==> src/rtl/uart_tx_arbiter_if.sv <==
// Requester-side and uart_tx-core-side signals of the transmitter arbiter.
// master = arbiter, slave = requesters plus core.
interface uart_tx_arbiter_if #(
  parameter int N_REQ  = 4,
  parameter int DATA_W = 8
);
  localparam int GID_W = $clog2(N_REQ);

  logic [N_REQ-1:0]        req_valid;
  logic [N_REQ*DATA_W-1:0] req_data;
  logic [N_REQ-1:0]        req_last;
  logic [N_REQ-1:0]        req_ack;
  logic                    tx_start;
  logic [DATA_W-1:0]       tx_data;
  logic                    tx_idle;
  logic [GID_W-1:0]        grant_id;
  logic                    busy;
  logic                    err_timeout;

  modport master (
    input  req_valid, req_data, req_last, tx_idle,
    output req_ack, tx_start, tx_data, grant_id, busy, err_timeout
  );

  modport slave (
    output req_valid, req_data, req_last, tx_idle,
    input  req_ack, tx_start, tx_data, grant_id, busy, err_timeout
  );
endinterface

==> src/rtl/uart_tx_arbiter.sv <==
// Round-robin, byte-granular sharing of one uart_tx core between N_REQ sources,
// with frame locking (req_last=0) and ack/lock timeouts.
module uart_tx_arbiter #(
  parameter int N_REQ        = 4,
  parameter int DATA_W       = 8,
  parameter int ACK_TIMEOUT  = 16,
  parameter int LOCK_TIMEOUT = 4096
) (
  input  logic             clk,
  input  logic             rst,
  uart_tx_arbiter_if.master bus
);
  localparam int GID_W = $clog2(N_REQ);
  localparam int ACW   = $clog2(ACK_TIMEOUT + 1);
  localparam int LCW   = $clog2(LOCK_TIMEOUT + 1);

  localparam logic [1:0] IDLE      = 2'd0;
  localparam logic [1:0] WAIT_ACK  = 2'd1;
  localparam logic [1:0] WAIT_DONE = 2'd2;
  localparam logic [1:0] LOCKED    = 2'd3;

  logic [1:0]        state;
  logic [GID_W-1:0]  rr_ptr;
  logic [GID_W-1:0]  gid;
  logic              last_q;
  logic [ACW-1:0]    ack_cnt;
  logic [LCW-1:0]    lock_cnt;

  logic [N_REQ-1:0]  elig;
  logic [N_REQ-1:0]  rot;
  logic              rr_found;
  logic [GID_W-1:0]  rr_win;
  logic              issue;
  logic [GID_W-1:0]  issue_id;
  logic [DATA_W-1:0] issue_data;
  logic [N_REQ-1:0]  issue_oh;

  function automatic logic [GID_W-1:0] wrap_idx(input int v);
    int s;
    s = v;
    if (s >= N_REQ) s = s - N_REQ;
    return GID_W'(s);
  endfunction

  function automatic logic [GID_W-1:0] inc_wrap(input logic [GID_W-1:0] v);
    return (v == GID_W'(N_REQ - 1)) ? '0 : v + 1'b1;
  endfunction

  // A requester whose ack is in flight has not yet advanced its data: never resample it.
  assign elig = bus.req_valid & ~bus.req_ack;
  assign rot  = N_REQ'({elig, elig} >> rr_ptr);

  always_comb begin
    rr_found = 1'b0;
    rr_win   = '0;
    for (int k = N_REQ - 1; k >= 0; k--) begin
      if (rot[k]) begin
        rr_found = 1'b1;
        rr_win   = wrap_idx(int'(rr_ptr) + k);
      end
    end
  end

  always_comb begin
    issue    = 1'b0;
    issue_id = rr_win;
    if (state == IDLE) begin
      issue = bus.tx_idle & rr_found;
    end else if (state == LOCKED) begin
      issue    = bus.tx_idle & elig[gid];
      issue_id = gid;
    end
  end

  always_comb begin
    issue_data = '0;
    for (int i = 0; i < N_REQ; i++) begin
      if (GID_W'(i) == issue_id) issue_data = bus.req_data[i*DATA_W +: DATA_W];
    end
  end

  assign issue_oh     = {{(N_REQ-1){1'b0}}, 1'b1} << issue_id;
  assign bus.grant_id = gid;
  assign bus.busy     = (state != IDLE);

  always_ff @(posedge clk or posedge rst) begin
    if (rst) begin
      state           <= IDLE;
      rr_ptr          <= '0;
      gid             <= '0;
      last_q          <= 1'b0;
      ack_cnt         <= '0;
      lock_cnt        <= '0;
      bus.tx_start    <= 1'b0;
      bus.tx_data     <= '0;
      bus.req_ack     <= '0;
      bus.err_timeout <= 1'b0;
    end else begin
      bus.tx_start    <= 1'b0;
      bus.req_ack     <= '0;
      bus.err_timeout <= 1'b0;
      if (issue) begin
        bus.tx_start <= 1'b1;
        bus.tx_data  <= issue_data;
        bus.req_ack  <= issue_oh;
        gid          <= issue_id;
        last_q       <= bus.req_last[issue_id];
        ack_cnt      <= '0;
        state        <= WAIT_ACK;
      end else begin
        case (state)
          WAIT_ACK: begin
            // The core never went busy: drop the byte and move on without resending.
            if (!bus.tx_idle) begin
              state <= WAIT_DONE;
            end else if (ack_cnt == ACW'(ACK_TIMEOUT - 1)) begin
              bus.err_timeout <= 1'b1;
              rr_ptr          <= inc_wrap(gid);
              state           <= IDLE;
            end else begin
              ack_cnt <= ack_cnt + 1'b1;
            end
          end
          WAIT_DONE: begin
            if (bus.tx_idle) begin
              if (last_q) begin
                rr_ptr <= inc_wrap(gid);
                state  <= IDLE;
              end else begin
                lock_cnt <= '0;
                state    <= LOCKED;
              end
            end
          end
          LOCKED: begin
            if (bus.req_valid[gid]) begin
              lock_cnt <= '0;
            end else if (lock_cnt == LCW'(LOCK_TIMEOUT - 1)) begin
              rr_ptr <= inc_wrap(gid);
              state  <= IDLE;
            end else begin
              lock_cnt <= lock_cnt + 1'b1;
            end
          end
          default: ;
        endcase
      end
    end
  end
endmodule

==> src/flat_wrapper.sv <==
// flat-port wrapper written by rule: the top's interface ports become plain ports
module uart_tx_arbiter_flat 
#(
  parameter int N_REQ        = 4,
  parameter int DATA_W       = 8,
  parameter int ACK_TIMEOUT  = 16,
  parameter int LOCK_TIMEOUT = 4096
)
  (clk, rst, bus_req_valid, bus_req_data, bus_req_last, bus_tx_idle, bus_req_ack, bus_tx_start, bus_tx_data, bus_grant_id, bus_busy, bus_err_timeout);
  uart_tx_arbiter_if #(.N_REQ(N_REQ), .DATA_W(DATA_W)) bus_i ();
  input  logic clk;
  input  logic rst;
  input wire logic [$bits(bus_i.req_valid)-1:0] bus_req_valid;
  input wire logic [$bits(bus_i.req_data)-1:0] bus_req_data;
  input wire logic [$bits(bus_i.req_last)-1:0] bus_req_last;
  input wire logic [$bits(bus_i.tx_idle)-1:0] bus_tx_idle;
  output wire logic [$bits(bus_i.req_ack)-1:0] bus_req_ack;
  output wire logic [$bits(bus_i.tx_start)-1:0] bus_tx_start;
  output wire logic [$bits(bus_i.tx_data)-1:0] bus_tx_data;
  output wire logic [$bits(bus_i.grant_id)-1:0] bus_grant_id;
  output wire logic [$bits(bus_i.busy)-1:0] bus_busy;
  output wire logic [$bits(bus_i.err_timeout)-1:0] bus_err_timeout;
  assign bus_i.req_valid = bus_req_valid;
  assign bus_i.req_data = bus_req_data;
  assign bus_i.req_last = bus_req_last;
  assign bus_i.tx_idle = bus_tx_idle;
  assign bus_req_ack = bus_i.req_ack;
  assign bus_tx_start = bus_i.tx_start;
  assign bus_tx_data = bus_i.tx_data;
  assign bus_grant_id = bus_i.grant_id;
  assign bus_busy = bus_i.busy;
  assign bus_err_timeout = bus_i.err_timeout;
  uart_tx_arbiter #(.N_REQ(N_REQ), .DATA_W(DATA_W), .ACK_TIMEOUT(ACK_TIMEOUT), .LOCK_TIMEOUT(LOCK_TIMEOUT)) u_core (.clk(clk), .rst(rst), .bus(bus_i));
endmodule
==> config.mk <==
export PLATFORM = sky130hd
export DESIGN_NAME = uart_tx_arbiter_flat
export DESIGN_NICKNAME = d
export VERILOG_FILES = /design/src/rtl/uart_tx_arbiter_if.sv /design/src/rtl/uart_tx_arbiter.sv /design/src/flat_wrapper.sv
export SDC_FILE = /design/constraint.sdc
export NUM_CORES = 1
export LEC_CHECK = 0
export BUFFER_PORTS_ARGS = -buffer_cell sky130_fd_sc_hd__buf_4
export CAP_MARGIN = 20
export CORE_UTILIZATION = 45
export CTS_BUF_LIST = sky130_fd_sc_hd__clkbuf_16
export CTS_CLUSTER_DIAMETER = 120
export DETAILED_ROUTE_END_ITERATION = 12
export HOLD_SLACK_MARGIN = 0.15
export PLACE_DENSITY = 0.69
export REMOVE_ABC_BUFFERS = 1
export SETUP_SLACK_MARGIN = 0.3
export SYNTH_ARGS = -nofsm -noshare
export SYNTH_HDL_FRONTEND = slang
export SYNTH_SLANG_ARGS = --single-unit
==> constraint.sdc <==
create_clock -name clk -period 6.8 [get_ports clk]
set_input_delay 1.02 -clock clk [delete_from_list [all_inputs] [get_ports clk]]
set_output_delay 1.02 -clock clk [all_outputs]
set_load 0.01 [all_outputs]
# ---- Yosys cells after proc, flatten, opt, wreduce, memory -nomap -nowiden
# Index checks and enable logic that the tools add are counted.
# Widths: inputs -> output; s select.
dict set report op_classes {
  add_sub_neg 10
  n_lt_le_gt_ge 6
  eq_ne 22
  shifts 2
  n_mux 57
  n_bitwise 5
  reduce_logical 12
}
# cell n
set ops {}
lappend ops {{$mux 13} 4}
lappend ops {{$mux 2} 24}
lappend ops {{$mux 8} 4}
lappend ops {{$pmux 13 s2} 1}
lappend ops {{$mux 5} 4}
lappend ops {{$mux 1} 14}
lappend ops {{$add 13x1->13 const B} 1}
lappend ops {{$eq 13x12->1 const B} 1}
lappend ops {{$pmux 2 s3} 2}
lappend ops {{$ne 2x2->1 const B} 5}
lappend ops {{$reduce_and 5->1} 2}
lappend ops {{$ge 3x3->1 const B} 3}
lappend ops {{$ne 3x2->1 const B} 3}
lappend ops {{$reduce_and 8->1} 1}
lappend ops {{$reduce_bool 2->1} 4}
lappend ops {{$shr 8x2->4} 1}
lappend ops {{$sub 2x1->2 const B} 4}
lappend ops {{$add 2x2->3 const B} 2}
lappend ops {{$bmux 1 s2} 3}
lappend ops {{$eq 2x2->1 const B} 3}
lappend ops {{$lt 2x3->1 const B} 2}
lappend ops {{$ne 2x1->1 const B} 3}
lappend ops {{$add 5x1->5 const B} 1}
lappend ops {{$eq 5x4->1 const B} 1}
lappend ops {{18 further kinds} 21}
dict set report totals {
  regBits 39
  word_cells 124
}

# ---- Logic depth before layout (Yosys ltp)
# Gate-level depths: netlist (run 1).
dict set report depth {
  depth_word 14
  ltp_mapped 9
  ltp_nobuf 8
}

# ---- Least setup slack after synthesis (run 1)
# Ideal clock, no wire load.
dict set report synth_path {
  path_type {input port to flip-flop}
  startpoint {in bus_req_valid[3]}
  endpoint {reg u_core.lock_cnt[4]}
  setup_ns 0.092
  t_arrival_ns 2.812
  t_required_ns 6.708
  path_slack_ns 3.896
  stages 7
  path_buffers 1
  path_cell_list {nor2b_4 mux4_2 a21bo_1 o32a_1 or2_4 buf_6 o31ai_2}
}
dict set report synth_between {
  elab_chain_cells 10
  elab_cells_between_ends 19
}
# element line
set synth_lines {}
lappend synth_lines {{start, declared} flat_wrapper.sv:13} ;# input wire logic [$bits(bus_i.req_valid)-1:0] bus_req_valid;
lappend synth_lines {{$and 4x4->4} uart_tx_arbiter.sv:50} ;# assign elig = bus.req_valid & ~bus.req_ack;
lappend synth_lines {{$shr 8x2->4} uart_tx_arbiter.sv:51} ;# assign rot = N_REQ'({elig, elig} >> rr_ptr);
lappend synth_lines {{$mux 1 (4 in series)} uart_tx_arbiter.sv:57} ;# if (rot[k]) begin
lappend synth_lines {{$and 1x1->1} uart_tx_arbiter.sv:68} ;# issue = bus.tx_idle & rr_found;
lappend synth_lines {{$mux 1} uart_tx_arbiter.sv:67} ;# if (state == IDLE) begin
lappend synth_lines {{$not 1->1 (no source line)} n/a}
lappend synth_lines {{$reduce_and 5->1 (no source line)} n/a}
lappend synth_lines {{end signal, assigned} uart_tx_arbiter.sv:142} ;# lock_cnt <= lock_cnt + 1'b1;
lappend synth_lines {{end, declared} uart_tx_arbiter.sv:27} ;# logic [LCW-1:0] lock_cnt;
# Parallel ways exist; a longest one is shown, timed or not. The select of a mux whose other input is x is not followed.
# A chain may end at the register's enable or synchronous reset.

# ---- Final worst setup path (run 1)
dict set report layout_path {
  startpoint {in bus_req_valid[3]}
  endpoint {reg u_core.rr_ptr[1]}
}
dict set report layout_between {
  elab_chain_cells 10
  elab_cells_between_ends 17
}
# element line
set layout_lines {}
lappend layout_lines {{$and 4x4->4} uart_tx_arbiter.sv:50}
lappend layout_lines {{$shr 8x2->4} uart_tx_arbiter.sv:51}
lappend layout_lines {{$mux 1 (4 in series)} uart_tx_arbiter.sv:57}
lappend layout_lines {{$and 1x1->1} uart_tx_arbiter.sv:68}
lappend layout_lines {{$mux 1} uart_tx_arbiter.sv:67}
lappend layout_lines {{$not 1->1 (no source line)} n/a}
lappend layout_lines {{$reduce_and 8->1 (no source line) *} n/a}
lappend layout_lines {{end signal, assigned} uart_tx_arbiter.sv:118} ;# rr_ptr <= inc_wrap(gid);
lappend layout_lines {{end signal, assigned} uart_tx_arbiter.sv:127} ;# rr_ptr <= inc_wrap(gid);
lappend layout_lines {{end signal, assigned} uart_tx_arbiter.sv:139} ;# rr_ptr <= inc_wrap(gid);
lappend layout_lines {{end, declared} uart_tx_arbiter.sv:23} ;# logic [GID_W-1:0] rr_ptr;
# Every way passes the cells marked *; elsewhere a longest branch is shown, timed or not. The select of a mux whose other input is x is not followed.

==> flow_summary.toml, run 1 <==
[outcome]
status = "complete, no violations"

[synthesis]
synth-edff-count = 0
synth_top_flop_cell = "dfrtp_1"
netlist-cell-type-count = 42
synth_area_leaders = "dfrtp_1 (41%), mux2i_1 (8.0%), ha_1 (4.7%), o21ai_0 (4.4%), nand2_1 (4.1%)"
yosysWarnings = 0
synth_area_um2 = 2390
async_reset_ff_frac = 1.00
synth_top_area_cell = "dfrtp_1"
yosysTopAreaCellShare = 0.409
synthCells = 242
synth_seq_cells = 39
synth_area_per_cell_um2 = 9.87
synth_seq_area_share = 0.409

[global_route]
grt_pass1_vias = 1976
antenna_found_initial = 0
gr-total-overflow = 0
grt_use_total = 0.218
grt_max_degree = 40
grt_pass1_wl_um = 9160

[timing]
worst_slack_ps = 3150
min_period_over_period = 0.537
fin_skew_ps = 4.61
rsz0062_at_grt = "no"
fin_setup_tns_ps = 0
hold_violations = 0
period_needed_ps = 3650
tightest_slew_ps = 1070
relSlewSlack = 0.282
slew_violations = 0
fmax_mhz = 274
setup_viol = 0

[worst_setup_path]
crit_required_ps = 6960
cp.arrival_ps = 3810
crit_chain = "buf_4, nor2b_4, mux4_2, a2bb2oi_1, o21ai_0, nor4b_1, mux2_2"
cp-end-kind = "flip-flop"
start_kind = "primary input"
cpMaxStageDelayCell = "a2bb2oi_1"
critPathMaxFanout = 12
critical-path-top-delay-family = "compound AO/OA/AOI/OAI gates"
critPathMaxStageDelay_ps = 860
critical_path_buf_inv_count = 1
criticalPathCategory = "primary input to flip-flop"

[floorplan]
start_util = 0.468
coreArea_um2 = 5110
ios = 60
die_w_um = 74.9
die_area_um2 = 5600
rows = 26
die_h_um = 74.9

[clock_network]
clock-sinks = 39
cts_tree = "built"
cts_inserted_buffers = 5
clkSlewWorstSetupHoldPaths_ps = 60
cts_max_level = 2
cts.hold.buffers_added = 0
cts_resized = 0
cts_setup_buffers = 0
clockBufferDepth = 2
worstSkewPairLatency_ps = 280
clockRootBuffer = "clkbuf_16"

[route]
postRouteAntennaNets = 0
vias = 2059
drt-initial-drc-count = 106
first_pass_iters = 4
drc = 0
routed_wl_um = 5410
vias_per_cell = 5.52
routedWlPerCell_um = 14.5

[hold_path]
hold_class = "flip-flop to flip-flop"

[placement]
place_congestion = 0.834
preCtsSetupSlack_ps = 2880
dp_hpwl_um = 4010
numPortBuffers = 59

[pwr]
p_total_mw = 1.22
p_sw_uw = 467
clkPwrFrac = 0.213
power_density_nw_per_um2 = 396
irDropWorstVdd_mv = 0.240
swShare = 0.384
p_comb_frac = 0.491
pwr-share-seq = 0.296
p_int_uw = 749
leakage_nw = 1.49

[final_layout]
final_layout_size_suffix_gt1_frac = 0.290
syn2layout_area_growth_pct = 28.4
diodes = 0
fin_nets = 354
final_common_cell = "buf_4"
fill_cells = 466
layout_common_cells = "buf_4 (60), dfrtp_1 (39), nand2_1 (26)"
fin_util = 0.601

[flow_run]
drv_cap = 0
## per-layer routing
| layer | GRT usage | up-vias | part of all wire |
|---|---|---|---|
| met1 | 0.273 | 994 | 0.46 |
| met2 | 0.366 | 40 | 0.49 |
| met5 | 0 | - | 0 |
| met3 | 0.0549 | 11 | 0.034 |
| li1 | - | 1014 | - |
| met4 | 0.0776 | 0 | 0.022 |
## Yosys cell counts, drive strengths merged, types with 3 or more instances
master	instances
inv	10
and3	4
mux2	5
nor2	21
clkbuf	5
o41ai	4
o21ai	22
nor2b	8
a21oi	4
nand2	26
ha	9
nand3	8
o221ai	10
mux2i	19
dfrtp	39
nand2b	8
a31oi	4
o21a	3
nor3	3
o31ai	10
## flip-flops by register name, indices dropped and copies added, names as in the netlist
signal	count
u_core.state	2
u_core.bus.tx_start	1
u_core.bus.grant_id	2
u_core.last_q	1
u_core.bus.req_ack	4
u_core.bus.err_timeout	1
u_core.ack_cnt	5
u_core.lock_cnt	13
u_core.bus.tx_data	8
u_core.rr_ptr	2
## power by group through the flow
stage	Combinational [mW]	Sequential, mW	Clock (mW)
after detailed placement	0.599	0.363	0
after global placement	0.591	0.361	0
final	0.597	0.360	0.259
after CTS	0.600	0.359	0.265
after floorplan	0.407	0.364	0
after global routing	0.664	0.367	0.276
## cells by family after synthesis
kind of cell / after synthesis / share of synthesized area
compound gates: 67 / 0.214
fa+ha+maj: 9 / 0.0471
buf+inv: 17 / 0.0304
flops: 39 / 0.409
mux: 26 / 0.122
simple gates: 84 / 0.178
## through the flow
stage | hold WS (ps) | instances | cell area (um^2)
CTS | 483 | 373 | 3070
global placement | 462 | 365 | 2900
detailed placement | 475 | 365 | 2900
finish | 477 | 373 | 3070
floorplan | 446 | 235 | 2350
global route | 494 | 373 | 3070
## cell type report
class                      instances  area (um^2)  area share
clock inverter                     3         38.8      0.0126
multi-input combinational        186         1350       0.441
sequential                        39          976       0.318
timing repair buffer              60          450       0.147
inverter                          10         37.5      0.0122
clock buffer                       5          125      0.0408
tap                               70         87.6      0.0285
## worst paths after layout
path	cells after the start	from	slack, ps	endpoint
setup / recovery	7	bus_req_valid[3]	3150	u_core.rr_ptr[1]$_DFFE_PP0P_
hold / removal	1	u_core.ack_cnt[3]$_DFFE_PP0P_	480	u_core.ack_cnt[3]$_DFFE_PP0P_
setup reg to reg	8	u_core.state[0]$_DFFE_PP0P_	3530	u_core.rr_ptr[1]$_DFFE_PP0P_
hold reg to reg	1	u_core.ack_cnt[3]$_DFFE_PP0P_	480	u_core.ack_cnt[3]$_DFFE_PP0P_
max in group asynchronous	3	rst	5600	u_core.rr_ptr[1]$_DFFE_PP0P_
min in group asynchronous	3	rst	860	u_core.bus.tx_data[3]$_DFFE_PP0P_
Note: power is estimated with default switching activity, not from simulation.
==> inputs of run 2 (changes only) <==
PLACE_DENSITY = 0.72   (was 0.69)
clock period = 3.1 ns   (was 6.8 ns; I/O delays follow)
==> flow_summary.toml, run 2 (same netlist as run 1, synthesis figures left out) <==
[outcome]
status = "complete, no violations"

[timing]
hold_ws_ps = 302
min_period_over_period = 0.797
relSlewSlack = 0.659
fin_skew_ps = 6.50
fin_setup_tns_ps = 0
setup_viol = 0
tightest_slew_ps = 505
fmax_mhz = 405
rsz0062_at_grt = "no"
slew_violations = 0
hold_violations = 0
period_needed_ps = 2470

[global_route]
gr-total-overflow = 0
grt_max_degree = 40
grt_pass1_vias = 2047
grt_use_total = 0.215
grt_pass1_wl_um = 9180
antenna_found_initial = 0

[placement]
numPortBuffers = 59
dp_hpwl_um = 3990
place_congestion = 0.894

[final_layout]
diodes = 0
fin_nets = 358
top_regs = "u_core.lock_cnt x13, u_core.bus.tx_data x8, u_core.ack_cnt x5"
final_layout_size_suffix_gt1_frac = 0.296
max_flop_register = "u_core.lock_cnt"
final_common_cell = "buf_4"
syn2layout_area_growth_pct = 28.2
layout_common_cells = "buf_4 (64), dfrtp_1 (39), nand2_1 (26)"
largest_reg_flops = 13

[worst_setup_path]
cp.arrival_ps = 2640
criticalPathCategory = "flip-flop to flip-flop"
reg2reg_to = "u_core.rr_ptr[1]$_DFFE_PP0P_"
r2r-start = "u_core.lock_cnt[0]$_DFFE_PP0P_"
start_kind = "flip-flop"
critPathMaxFanout = 5
crit_required_ps = 3270
reg2reg_slack_ps = 630
cp-end-kind = "flip-flop"
reg2reg_depth = 6

[flow_run]
drv_cap = 0

[clock_network]
worstSkewPairLatency_ps = 280
cts_setup_buffers = 0
cts_tree = "built"
clkSlewWorstSetupHoldPaths_ps = 60
clockRootBuffer = "clkbuf_16"
cts_max_level = 2
cts.hold.buffers_added = 0
cts_resized = 0
cts_inserted_buffers = 5
clockBufferDepth = 2
clock-sinks = 39

[floorplan]
coreArea_um2 = 5110
start_util = 0.468
ios = 60
die_h_um = 74.9
rows = 26
die_w_um = 74.9
die_area_um2 = 5600

[route]
vias = 2068
routed_wl_um = 5390
vias_per_cell = 5.49
routedWlPerCell_um = 14.3
first_pass_iters = 4
drt-initial-drc-count = 76
drc = 0
postRouteAntennaNets = 0

[hold_path]
hold_class = "primary input to asynchronous set/reset pin"

[pwr]
power_density_nw_per_um2 = 848
leakage_nw = 1.50
irDropWorstVdd_mv = 0.399
[run 2: metrics by stage]
stage          instances  utilization  power (mW)  setup slack (ps)  area [um^2]
2_1_floorplan        235            -        1.69              89.2         2350
3_3_place_gp         369        0.573        2.10               566         2930
3_5_place_dp         369        0.573        2.12               538         2930
4_1_cts              377        0.600        2.61               618         3060
5_1_grt              377        0.600        2.80               377         3060
6_report             377        0.600        2.60               630         3060
[run 2: critical path, cell delays in order (launching register included)]
cell	delay, ps
dfrtp_1	380
ha_1	250
nand3_1	90
or4_1	440
o31ai_1	320
nor4b_1	480
mux2_2	400
[run 2: power by group]
| part | leakage, nW | switching (mW) | internal [mW] |
|---|---|---|---|
| combinational | 0.907 | 0.688 | 0.643 |
| sequential | 0.515 | 0.131 | 0.651 |
| clock | 0.0762 | 0.193 | 0.290 |
[run 2: worst max path at each step]
stage,to,from,cells past startpoint
floorplan,u_core.bus.tx_data[0]$_DFFE_PP0P_,bus_req_valid[3],6
global placement,u_core.lock_cnt[10]$_DFFE_PP0P_,bus_req_valid[3],7
detailed placement,u_core.rr_ptr[1]$_DFFE_PP0P_,bus_req_valid[3],7
CTS,u_core.rr_ptr[1]$_DFFE_PP0P_,u_core.lock_cnt[0]$_DFFE_PP0P_,6
global route,u_core.rr_ptr[0]$_DFFE_PP0P_,u_core.state[0]$_DFFE_PP0P_,8
finish,u_core.rr_ptr[1]$_DFFE_PP0P_,u_core.lock_cnt[0]$_DFFE_PP0P_,6
[run 2: metal layers]
metal	up-vias	track usage	wire length, um
li1	1018	-	-
met1	999	0.276	2520
met2	42	0.362	2600
met3	9	0.0495	187
met4	0	0.0629	87
met5	-	0	0
[run 2: cell type report]
| class | instances | area [um^2] |
|---|---|---|
| tap | 70 | 87.6 |
| sequential | 39 | 976 |
| multi-input combinational | 186 | 1340 |
| inverter | 10 | 37.5 |
| clock buffer | 5 | 125 |
| clock inverter | 3 | 12.5 |
| fill | 456 | 2040 |
| timing repair buffer | 64 | 480 |
==> inputs of run 3 (changes only) <==
clock period = 2 ns   (was 3.1 ns; I/O delays follow)
==> flow_summary.toml, run 3 (same netlist as run 1, synthesis figures left out) <==
[outcome]
status = "finished with violations"
violations = "setup timing"

[worst_setup_path]
critical-path-top-delay-family = "compound AO/OA/AOI/OAI gates"
crit_chain = "nor2b_4, buf_6, buf_6, o21bai_1, a32o_2, mux2i_4, buf_6, buf_16, mux2i_1, o221ai_1"
cp-end-kind = "flip-flop"
critPathMaxStageDelay_ps = 410
cpMaxStageDelayCell = "dfrtp_1"
path_common_cell = "buf_6"
start_kind = "flip-flop"
r2r-start = "u_core.bus.req_ack[0]$_DFF_PP0_"
critPathMaxFanout = 8
cp.arrival_ps = 2370
criticalPathCategory = "flip-flop to flip-flop"
critical_path_buf_inv_count = 4
crit_required_ps = 2120
cp-startpoint = "u_core.bus.req_ack[0]$_DFF_PP0_"

[timing]
tightest_slew_ps = 505
rsz0062_at_grt = "yes"
fmax_mhz = 445
relSlewSlack = 0.663
hold_violations = 0
fin_skew_ps = 6.02
period_needed_ps = 2250
fin_setup_tns_ps = -4290
min_period_over_period = 1.12
slew_violations = 0
worst_slack_ps = -247
setup_viol = 35

[clock_network]
cts.hold.buffers_added = 0
cts_inserted_buffers = 5
clkSlewWorstSetupHoldPaths_ps = 60
clockBufferDepth = 2
cts_tree = "built"
clock-sinks = 39
cts_max_level = 2
worstSkewPairLatency_ps = 280
clockRootBuffer = "clkbuf_16"

[final_layout]
syn2layout_area_growth_pct = 63.6
layout_common_cells = "buf_4 (107), dfrtp_1 (37), nand2_1 (25)"
seqCellArea_um2 = 978
max_flop_register = "u_core.lock_cnt"
top_regs = "u_core.lock_cnt x13, u_core.bus.tx_data x8, u_core.ack_cnt x5"
final_common_cell = "buf_4"
diodes = 0
fill_cells = 334
fin_nets = 417
largest_reg_flops = 13
fin_cells = 435
multi_input_area_um2 = 1620
final_layout_size_suffix_gt1_frac = 0.523

[floorplan]
ios = 60
die_area_um2 = 5600
coreArea_um2 = 5110
die_h_um = 74.9
die_w_um = 74.9
start_util = 0.468
rows = 26

[global_route]
top_usage_layer = "met2"
grt_max_degree = 40
gr-total-overflow = 0
use_met3 = 0.0415
grt_use_total = 0.282
grt_pass1_wl_um = 11700
antenna_found_initial = 0
met2_usage = 0.484
grt_pass1_vias = 2401
met1_usage = 0.358

[placement]
numPortBuffers = 59
dp_cells = 415
dp_hpwl_um = 4580
place_congestion = 0.834

[route]
vias = 2521
routedWlPerCell_um = 18.4
first_pass_iters = 4
drt-initial-drc-count = 177
vias_per_cell = 5.80
drc = 0
routed_wl_um = 7990
postRouteAntennaNets = 0

[pwr]
power_density_nw_per_um2 = 1510
leakage_nw = 1.88
irDropWorstVdd_mv = 0.785

[flow_run]
drv_cap = 0

[hold_path]
hold_class = "primary input to asynchronous set/reset pin"
-- run 3: layout make-up --
class / instances / area share
clock buffers: 5 / 0.0320
clock inverters: 2 / 0.00864
inverters: 10 / 0.00960
multi-input cells: 187 / 0.415
flip-flops and latches: 39 / 0.250
well taps: 70 / 0.0224
repair buffers: 122 / 0.262
-- run 3: final timing paths --
kind                                                      to  slack [ps]  depth (start not counted)
hold reg to reg            u_core.bus.tx_data[3]$_DFFE_PP0P_         490                          2
max in group asynchronous        u_core.state[1]$_DFFE_PP0P_        1480                          3
setup reg to reg           u_core.bus.tx_data[0]$_DFFE_PP0P_        -250                         10
hold / removal             u_core.bus.tx_data[3]$_DFFE_PP0P_         140                          3
min in group clk           u_core.bus.tx_data[6]$_DFFE_PP0P_         310                          3
setup / recovery           u_core.bus.tx_data[0]$_DFFE_PP0P_        -250                         10
-- run 3: routing by layer --
layer,vias up,share of wire
met4,0,0.027
met2,83,0.53
met5,-,0
met3,21,0.037
met1,1272,0.41
li1,1145,-
-- run 3: stage by stage --
step,cell area [um^2],hold WS [ps],setup WS (ps),utilization,total power [mW]
floorplan,2350,446,-978,-,2.62
global placement,3300,460,-333,0.645,3.69
detailed placement,3300,462,-389,0.645,3.76
CTS,3740,166,-185,0.732,5.37
global route,3910,198,-319,0.765,6.20
finish,3910,139,-247,0.765,5.91
-- run 3: power by group --
group | switching, mW | internal [mW] | total (mW) | leakage (nW)
Sequential | 0.213 | 1.01 | 1.23 | 0.513
Combinational | 1.75 | 2.05 | 3.79 | 1.29
Clock | 0.318 | 0.577 | 0.895 | 0.0811
Total | 2.28 | 3.64 | 5.91 | 1.88
-- run 3: worst reg2reg max path: stages, from the launching register on --
cell and delay, ps:
dfrtp_1 410, nor2b_4 150, buf_6 120, buf_6 90
o21bai_1 80, a32o_2 300, mux2i_4 230, buf_6 150
buf_16 130, mux2i_1 230, o221ai_1 190
-- run 3: timing repair --
item,in CTS,in global routing
gates cloned,3,0
setup endpoints to repair,38,37
gates resized for setup,49,33
setup buffers,7,3
pin swaps,22,8
